===== src/rtl/mips_pkg.sv =====
// Shared MIPS32 pipeline definitions.
// Holds the MEM/WB controller state encoding and its default sizes.
package mips_pkg;

  localparam int DATA_W_DEF  = 32;
  localparam int REG_AW_DEF  = 5;
  localparam int TIMEOUT_DEF = 15;

  typedef enum logic {
    IDLE = 1'b0,
    WAIT = 1'b1
  } mem_wb_state_t;

endpackage


===== src/rtl/mem_wb_timeout_ctr.sv =====
// WAIT-cycle counter for the MEM/WB controller.
// hit is raised in the counting cycle that brings the count to TIMEOUT.
module mem_wb_timeout_ctr
  import mips_pkg::*;
#(
  parameter int TIMEOUT = TIMEOUT_DEF
) (
  input  logic clock,
  input  logic reset,
  input  logic clear,
  input  logic enable,
  output logic hit
);

  localparam int CW = $clog2(TIMEOUT + 1);

  logic [CW-1:0] cnt;

  always_ff @(posedge clock or posedge reset) begin
    if (reset)
      cnt <= '0;
    else if (clear)
      cnt <= '0;
    else if (enable)
      cnt <= cnt + 1'b1;
  end

  assign hit = enable && (cnt == CW'(TIMEOUT - 1));

endmodule


===== src/rtl/mem_wb_controller.sv =====
// MEM->WB sequencer with a req/ack data-memory handshake.
// Define MEM_WB_TIMEOUT_EN to abort transactions after TIMEOUT WAIT cycles.
module mem_wb_controller
  import mips_pkg::*;
#(
  parameter int DATA_W  = DATA_W_DEF,
  parameter int REG_AW  = REG_AW_DEF,
  parameter int TIMEOUT = TIMEOUT_DEF
) (
  input  logic              clock,
  input  logic              reset,
  input  logic              in_valid,
  input  logic              in_is_load,
  input  logic              in_is_store,
  input  logic              in_reg_write,
  input  logic [REG_AW-1:0] in_rd,
  input  logic [DATA_W-1:0] in_alu_result,
  input  logic [DATA_W-1:0] in_store_data,
  input  logic              flush,
  output logic              stall,
  output logic              mem_req,
  output logic              mem_we,
  output logic [DATA_W-1:0] mem_addr,
  output logic [DATA_W-1:0] mem_wdata,
  input  logic              mem_ack,
  input  logic [DATA_W-1:0] mem_rdata,
  output logic              wb_valid,
  output logic              wb_en,
  output logic [REG_AW-1:0] wb_rd,
  output logic [DATA_W-1:0] wb_data,
  output logic              mem_err
);

  mem_wb_state_t     state;
  logic              kill;
  logic              ld_q;
  logic              rw_q;
  logic [REG_AW-1:0] rd_q;

  logic mem_op;
  logic accept;
  logic tmo;

  assign mem_op = in_is_load | in_is_store;
  assign accept = in_valid & ~flush;

`ifdef MEM_WB_TIMEOUT_EN
  mem_wb_timeout_ctr #(
    .TIMEOUT(TIMEOUT)
  ) u_tmo (
    .clock (clock),
    .reset (reset),
    .clear (state != WAIT),
    .enable((state == WAIT) & ~mem_ack),
    .hit   (tmo)
  );
`else
  logic unused_timeout;
  assign unused_timeout = ^TIMEOUT;
  assign tmo = 1'b0;
`endif

  // Gated with reset so upstream is released the moment reset lands.
  assign stall = ~reset & (
    ((state == IDLE) & accept & mem_op) |
    ((state == WAIT) & ~mem_ack & ~tmo));

  always_ff @(posedge clock or posedge reset) begin
    if (reset) begin
      state     <= IDLE;
      kill      <= 1'b0;
      ld_q      <= 1'b0;
      rw_q      <= 1'b0;
      rd_q      <= '0;
      mem_req   <= 1'b0;
      mem_we    <= 1'b0;
      mem_addr  <= '0;
      mem_wdata <= '0;
      wb_valid  <= 1'b0;
      wb_en     <= 1'b0;
      wb_rd     <= '0;
      wb_data   <= '0;
      mem_err   <= 1'b0;
    end else begin
      wb_valid <= 1'b0;
      wb_en    <= 1'b0;
      mem_err  <= 1'b0;
      unique case (state)
        IDLE: begin
          if (accept && mem_op) begin
            state     <= WAIT;
            kill      <= 1'b0;
            ld_q      <= in_is_load;
            rw_q      <= in_reg_write;
            rd_q      <= in_rd;
            mem_req   <= 1'b1;
            mem_we    <= in_is_store;
            mem_addr  <= in_alu_result;
            mem_wdata <= in_store_data;
          end else if (accept) begin
            wb_valid <= 1'b1;
            wb_en    <= in_reg_write;
            wb_rd    <= in_rd;
            wb_data  <= in_alu_result;
          end
        end
        WAIT: begin
          if (flush)
            kill <= 1'b1;
          if (mem_ack) begin
            state   <= IDLE;
            mem_req <= 1'b0;
            mem_we  <= 1'b0;
            if (!(kill || flush)) begin
              wb_valid <= 1'b1;
              wb_rd    <= rd_q;
              if (ld_q) begin
                wb_en   <= rw_q;
                wb_data <= mem_rdata;
              end
            end
          end else if (tmo) begin
            state   <= IDLE;
            mem_req <= 1'b0;
            mem_we  <= 1'b0;
            mem_err <= 1'b1;
          end
        end
        default: state <= IDLE;
      endcase
    end
  end

endmodule


===== config.mk =====
export PLATFORM = sky130hd
export DESIGN_NAME = mem_wb_controller
export DESIGN_NICKNAME = d
export VERILOG_FILES = /design/src/rtl/mips_pkg.sv /design/src/rtl/mem_wb_timeout_ctr.sv /design/src/rtl/mem_wb_controller.sv
export SDC_FILE = /design/constraint.sdc
export NUM_CORES = 1
export LEC_CHECK = 0
export CORE_MARGIN = 8
export CORE_UTILIZATION = 38
export CTS_CLUSTER_DIAMETER = 50
export CTS_CLUSTER_SIZE = 30
export DETAILED_ROUTE_END_ITERATION = 16
export PLACE_DENSITY = 0.82
export RECOVER_POWER = 25
export SYNTH_ARGS = -nofsm -noshare
export SYNTH_HDL_FRONTEND = slang
export SYNTH_SLANG_ARGS = --single-unit

===== constraint.sdc =====
create_clock -name clock -period 3.7 [get_ports clock]
set_input_delay 0.555 -clock clock [delete_from_list [all_inputs] [get_ports clock]]
set_output_delay 0.555 -clock clock [all_outputs]
set_load 0.1 [all_outputs]

**Word-level counts from Yosys, hierarchy flattened**

Cells that the tools add are included.

- $add $sub $neg: 0
- Multipliers: 0
- Divide/modulo/power cells: 0
- Order comparisons: 0
- Equal/unequal tests: 7
- Shifts and indexed selects: 0
- Mux-type cells: 33
- Bitwise operators: 11
- Reductions and logical operators: 7

Operator list:

| cell | count |
|---|---|
| 32-bit two-way mux | 5 |
| 32-bit case mux with 2 select lines | 1 |
| 5-bit two-way mux | 4 |
| 1-bit two-way mux | 16 |
| 1-bit case mux with 2 select lines | 6 |
| 2-bit inequality test (second input constant) | 5 |
| 5-bit case mux with 2 select lines | 1 |
| 2-bit AND reduction | 3 |
| 1-bit AND | 5 |
| 5-bit AND reduction | 1 |
| 2-bit by 1-bit inequality test with 1-bit output (second input constant) | 2 |
| 1-bit inverter | 4 |
| 4-bit AND reduction | 1 |
| 1-bit bitwise OR | 2 |
| 1-bit logical AND | 1 |
| 1-bit logical OR | 1 |

- Register bits: 114
- Latch bits: 0
- RAM bits: 0
- Memory bits (read-only): 0
- Input bits: 109
- Output and inout bits: 107
- Word-level logic and storage cells: 71
- Memories: 0

**Longest topological paths before layout**

- Depth after elaboration: 6
- Depth in mapped cells: 6

**Worst setup path after synthesis**

No wires, ideal clock.

- Kind: input-to-output
- From: input in_valid
- To: output stall
- Data arrival time: 2.652 ns
- Required time: 3.145 ns
- Path slack: 0.493 ns
- Cell stages on the path: 4
- Buffers on the path: 1
- Cells stage by stage: nor3b_4 > o21ai_2 > buf_2 > a21oi_1

- Word-level cells in the longest chain between the ends: 5

Ends and longest elaborated chain:

| element | RTL line | source |
|---|---|---|
| from (decl) | mem_wb_controller.sv:12 | `input logic in_valid,` |
| 1-bit AND | mem_wb_controller.sv:45 | `assign accept = in_valid & ~flush;` |
| 1-bit AND (2 in series) | mem_wb_controller.sv:65 | `((state == IDLE) & accept & mem_op) \|` |
| 1-bit bitwise OR | mem_wb_controller.sv:65 |  |
| 1-bit AND | mem_wb_controller.sv:64 | `assign stall = ~reset & (` |
| to (decl) | mem_wb_controller.sv:20 | `output logic stall,` |

Every way passes these cells.

**Worst setup path after layout**

- From: input flush
- To: output stall

- Word-level cells in the longest chain between the ends: 6

Ends and longest elaborated chain:

| element | RTL line | source |
|---|---|---|
| from (decl) | mem_wb_controller.sv:19 | `input logic flush,` |
| 1-bit inverter | mem_wb_controller.sv:45 |  |
| 1-bit AND | mem_wb_controller.sv:45 |  |
| 1-bit AND (2 in series) | mem_wb_controller.sv:65 |  |
| 1-bit bitwise OR | mem_wb_controller.sv:65 |  |
| 1-bit AND | mem_wb_controller.sv:64 |  |

Every way passes these cells.

==> implementation parameters <==
Parameter                              Value

Hold path
  Cell depth of the worst hold path    1
  Type of the most critical hold path    flop to flop
  Hold Path Origin    rd_q[1]$_DFFE_PP0P_
  Sink of the worst hold path    rd_q[1]$_DFFE_PP0P_

Final layout
  Layout Nets    630
  Most common library cell in the layout ignoring fill and taps    clkdlybuf4s50_1
  Most frequent cells in the layout    clkdlybuf4s50_1 (211), mux2_2 (144), dfrtp_1 (113), clkbuf_16 (17), clkbuf_8 (6)
  Fraction of layout instances using a drive strength above 1    34.09%
  Area growth syn-to-layout    59.91%
  Antenna cell count    0
  Total non-filler cell area in the finished layout    7625 um^2

Power and ir drop
  Power density cells    976.7 nW/um^2
  Leakage dissipation    3.141 nW
  Power Total    7.447 mW
  Logic pwr share    54.1%
  Worst vdd ir    0.5880 mV
  Clk network pwr share    21.4%
  Net switching power    3.745 mW
  Fraction of power spent switching nets    50.28%
  Sequential fraction of design power    24.5%
  Internal power    3.703 mW

STA
  Total negative slack    0 ns
  Worst rel slew slack    -43.99%
  Crit path setup slack, layout    0.7520 ns
  Final critical path time including I/O delays and setup    2.948 ns
  Worst hold slack    0.5007 ns
  Post-route fraction of the period consumed by the critical path    79.68%
  Number of setup violations in the final report    0
  Highest clock rate    0.3392 GHz
  Slew at the pin closest to its max-slew limit    2.157 ns
  Final-report hold violation count    0
  Largest clock skew in the final design    0.005064 ns
  Setup repair after global routing missed its margin    false
  Count of final max-slew check failures    56

Worst setup path
  Critical path data required time    3.14 ns
  Start of the worst register-to-register path    state$_DFF_PP0_
  Depth of the worst register-to-register path    4
  Setup CP Type    primary input to output port
  Critical path's largest stage delay    0.63 ns
  Type of element launching the critical path    primary input
  Type of element capturing the critical path    output port
  Largest fanout of any net on the critical path    7
  FF-to-FF setup slack    1.26 ns
  Critical-path top delay cell    nor3b_1
  Chain of cells forming the critical path    dlygate4sd3_1 -> nor3b_1 -> o21ai_2 -> a21oi_1 -> buf_4
  Reg-to-reg endpoint    mem_addr[11]$_DFFE_PP0P_
  Critical path arrival    2.39 ns

Routing
  DRT iter0 DRCs    81
  Met2 wirelength from detailed routing    6523 um
  Vias post-DR    3291
  Highest metal layer used by the detailed router    met4
  DRC violations left    0
  Routed met1 length    5009 um
  First-pass iteration count of the detailed router    4
  Via count normalized by instance count    4.681
  Sum of routed wire length over all layers    13080 um
  Post-DRT Antenna Nets    0
  DR WL/cell    18.60 um
  Metal3 WL    1353 um

Yosys
  Total standard cell area after synthesis    4768 um^2
  Register bit count reported by yosys    114
  Count of distinct cell types in the synthesized netlist    24
  Mean instance size in the synthesized netlist    15.89 um^2
  Top FF cell, synth    dfrtp_1
  Net count of the mapped netlist    409
  Post-Syn Instances    300
  Number of enable flip-flop cells after synthesis    0
  Yosys warnings    0
  Synth async-reset ratio    100.0%
  Sequential element share of the synthesized area    59.83%

Floorplanning
  Die width    128.0 um
  Y dimension of the die    128.0 um
  Core box area    12410 um^2
  Initial Util    38.41%
  I/O pin cnt    216
  Rows    41
  Area of the die    16390 um^2

Place
  Half-perimeter wire length after placement    9841 um
  Cell area after placement    7056 um^2
  Port Buffer Count    214
  Weighted congestion at the end of routability-driven global placement    0.7740
  Pre-CTS setup slack    0.9863 ns

Global routing
  Antenna violations before repair    0
  Total gr overflow    0
  Largest net degree at the start of global routing    60
  Combined global-route utilization of all metal layers    16.17%
  Number of global-route vias before repair    3821
  Wire length of the first global-routing pass    20500 um

Clock tree
  TritonCTS Sinks    114
  Setup bufs post-CTS    0
  Clock-pin slew on the worst setup and hold paths    0.05 ns
  Number of buffers created by CTS    17
  Clock latency of the later-clocked register in the worst-skew pair    0.40 ns
  # hold bufs at CTS    0
  Buffer levels on the longest clock path    2
  Number of cells upsized or downsized after cts    0
  Depth of the CTS H-tree    4
  CTS root buffer    clkbuf_16
  Clock tree from TritonCTS    yes

Job
  Max-cap check violation count    1

Status
  Violations in the final reports    max-capacitance violations, max-slew violations
  Result of the run    finished with violations
flip-flops by register name (all words and copies together) (netlist names):
name       cells
wb_data       32
mem_req        1
kill           1
mem_addr      32
state          1
wb_en          1
wb_valid       1
rd_q           5
mem_we         1
ld_q           1
wb_rd          5
mem_wdata     32
rw_q           1
per-layer routing:
metal	GRT usage, %	up-vias
met2	27.66	141
li1	-	1512
met3	8.569	16
met1	16.60	1622
met4	5.455	0
met5	0	-
cell usage after synthesis, types with 2 or more instances:
master    instances  share of area, %
mux2_2          144                34
dfrtp_1         114                60
buf_6             5               1.2
buf_4             4              0.63
clkbuf_1          4              0.31
inv_1             4              0.31
a21oi_1           3              0.31
nand2_1           3              0.24
buf_2             2              0.21
nand3_1           2              0.21
nor2_1            2              0.16
metrics by stage:
stage / util [%] / cells
4_1_cts: 61.56 / 703
5_1_grt: 61.42 / 703
3_3_place_gp: 56.83 / 674
2_1_floorplan: - / 300
6_report: 61.42 / 703
3_5_place_dp: 56.83 / 674
power by group through the flow:
stage / clock network (mW) / registers [mW] / logic (mW)
finish: 1.60 / 1.82 / 4.03
global route: 1.70 / 1.87 / 4.13
CTS: 1.63 / 1.83 / 4.07
detailed placement: 0 / 1.84 / 4.06
global placement: 0 / 1.81 / 4.03
floorplan: 0 / 4.38 / 0.479
critical path, delay by kind of cell:
kind                   cells  cell delay [ns]
buffers and inverters      2             0.90
and+or+nand+nor            1             0.63
AOI/OAI and AO/OA          2             0.30
cells by family after synthesis:
logic type             count (synthesis)  synth area share [%]
muxes                                144                 34.01
DFF                                  114                 59.83
buffers and inverters                 20                 2.965
and+or+nand+nor                       12                 1.732
AOI/OAI and AO/OA                      9                 1.391
other                                  1               0.07864
worst max path at each step:
| stage | startpoint | to | slack [ns] | cells past startpoint |
|---|---|---|---|---|
| 6_report | flush | stall | 0.75 | 5 |
| 3_3_place_gp | flush | wb_data[27]$_DFFE_PP0P_ | 1.05 | 4 |
| 3_5_place_dp | flush | wb_data[28]$_DFFE_PP0P_ | 0.99 | 4 |
| 4_1_cts | mem_wdata[10]$_DFFE_PP0P_ | mem_wdata[10] | 1.17 | 1 |
| 5_1_grt | reset | mem_addr[22]$_DFFE_PP0P_ | 0.57 | 2 |
| 2_1_floorplan | reset | kill$_DFFE_PP0P_ | 0.13 | 1 |
final cells by class:
type                    instances  area, um^2
well taps                     172       215.2
clock inverters                 5       75.07
multi-input cells             166        1763
clock buffers                  24       511.7
fillers                       982        4790
inverters                       4       15.01
repair buffers                218        2191
flip-flops and latches        114        2854
(Power assumes the default switching activity.)
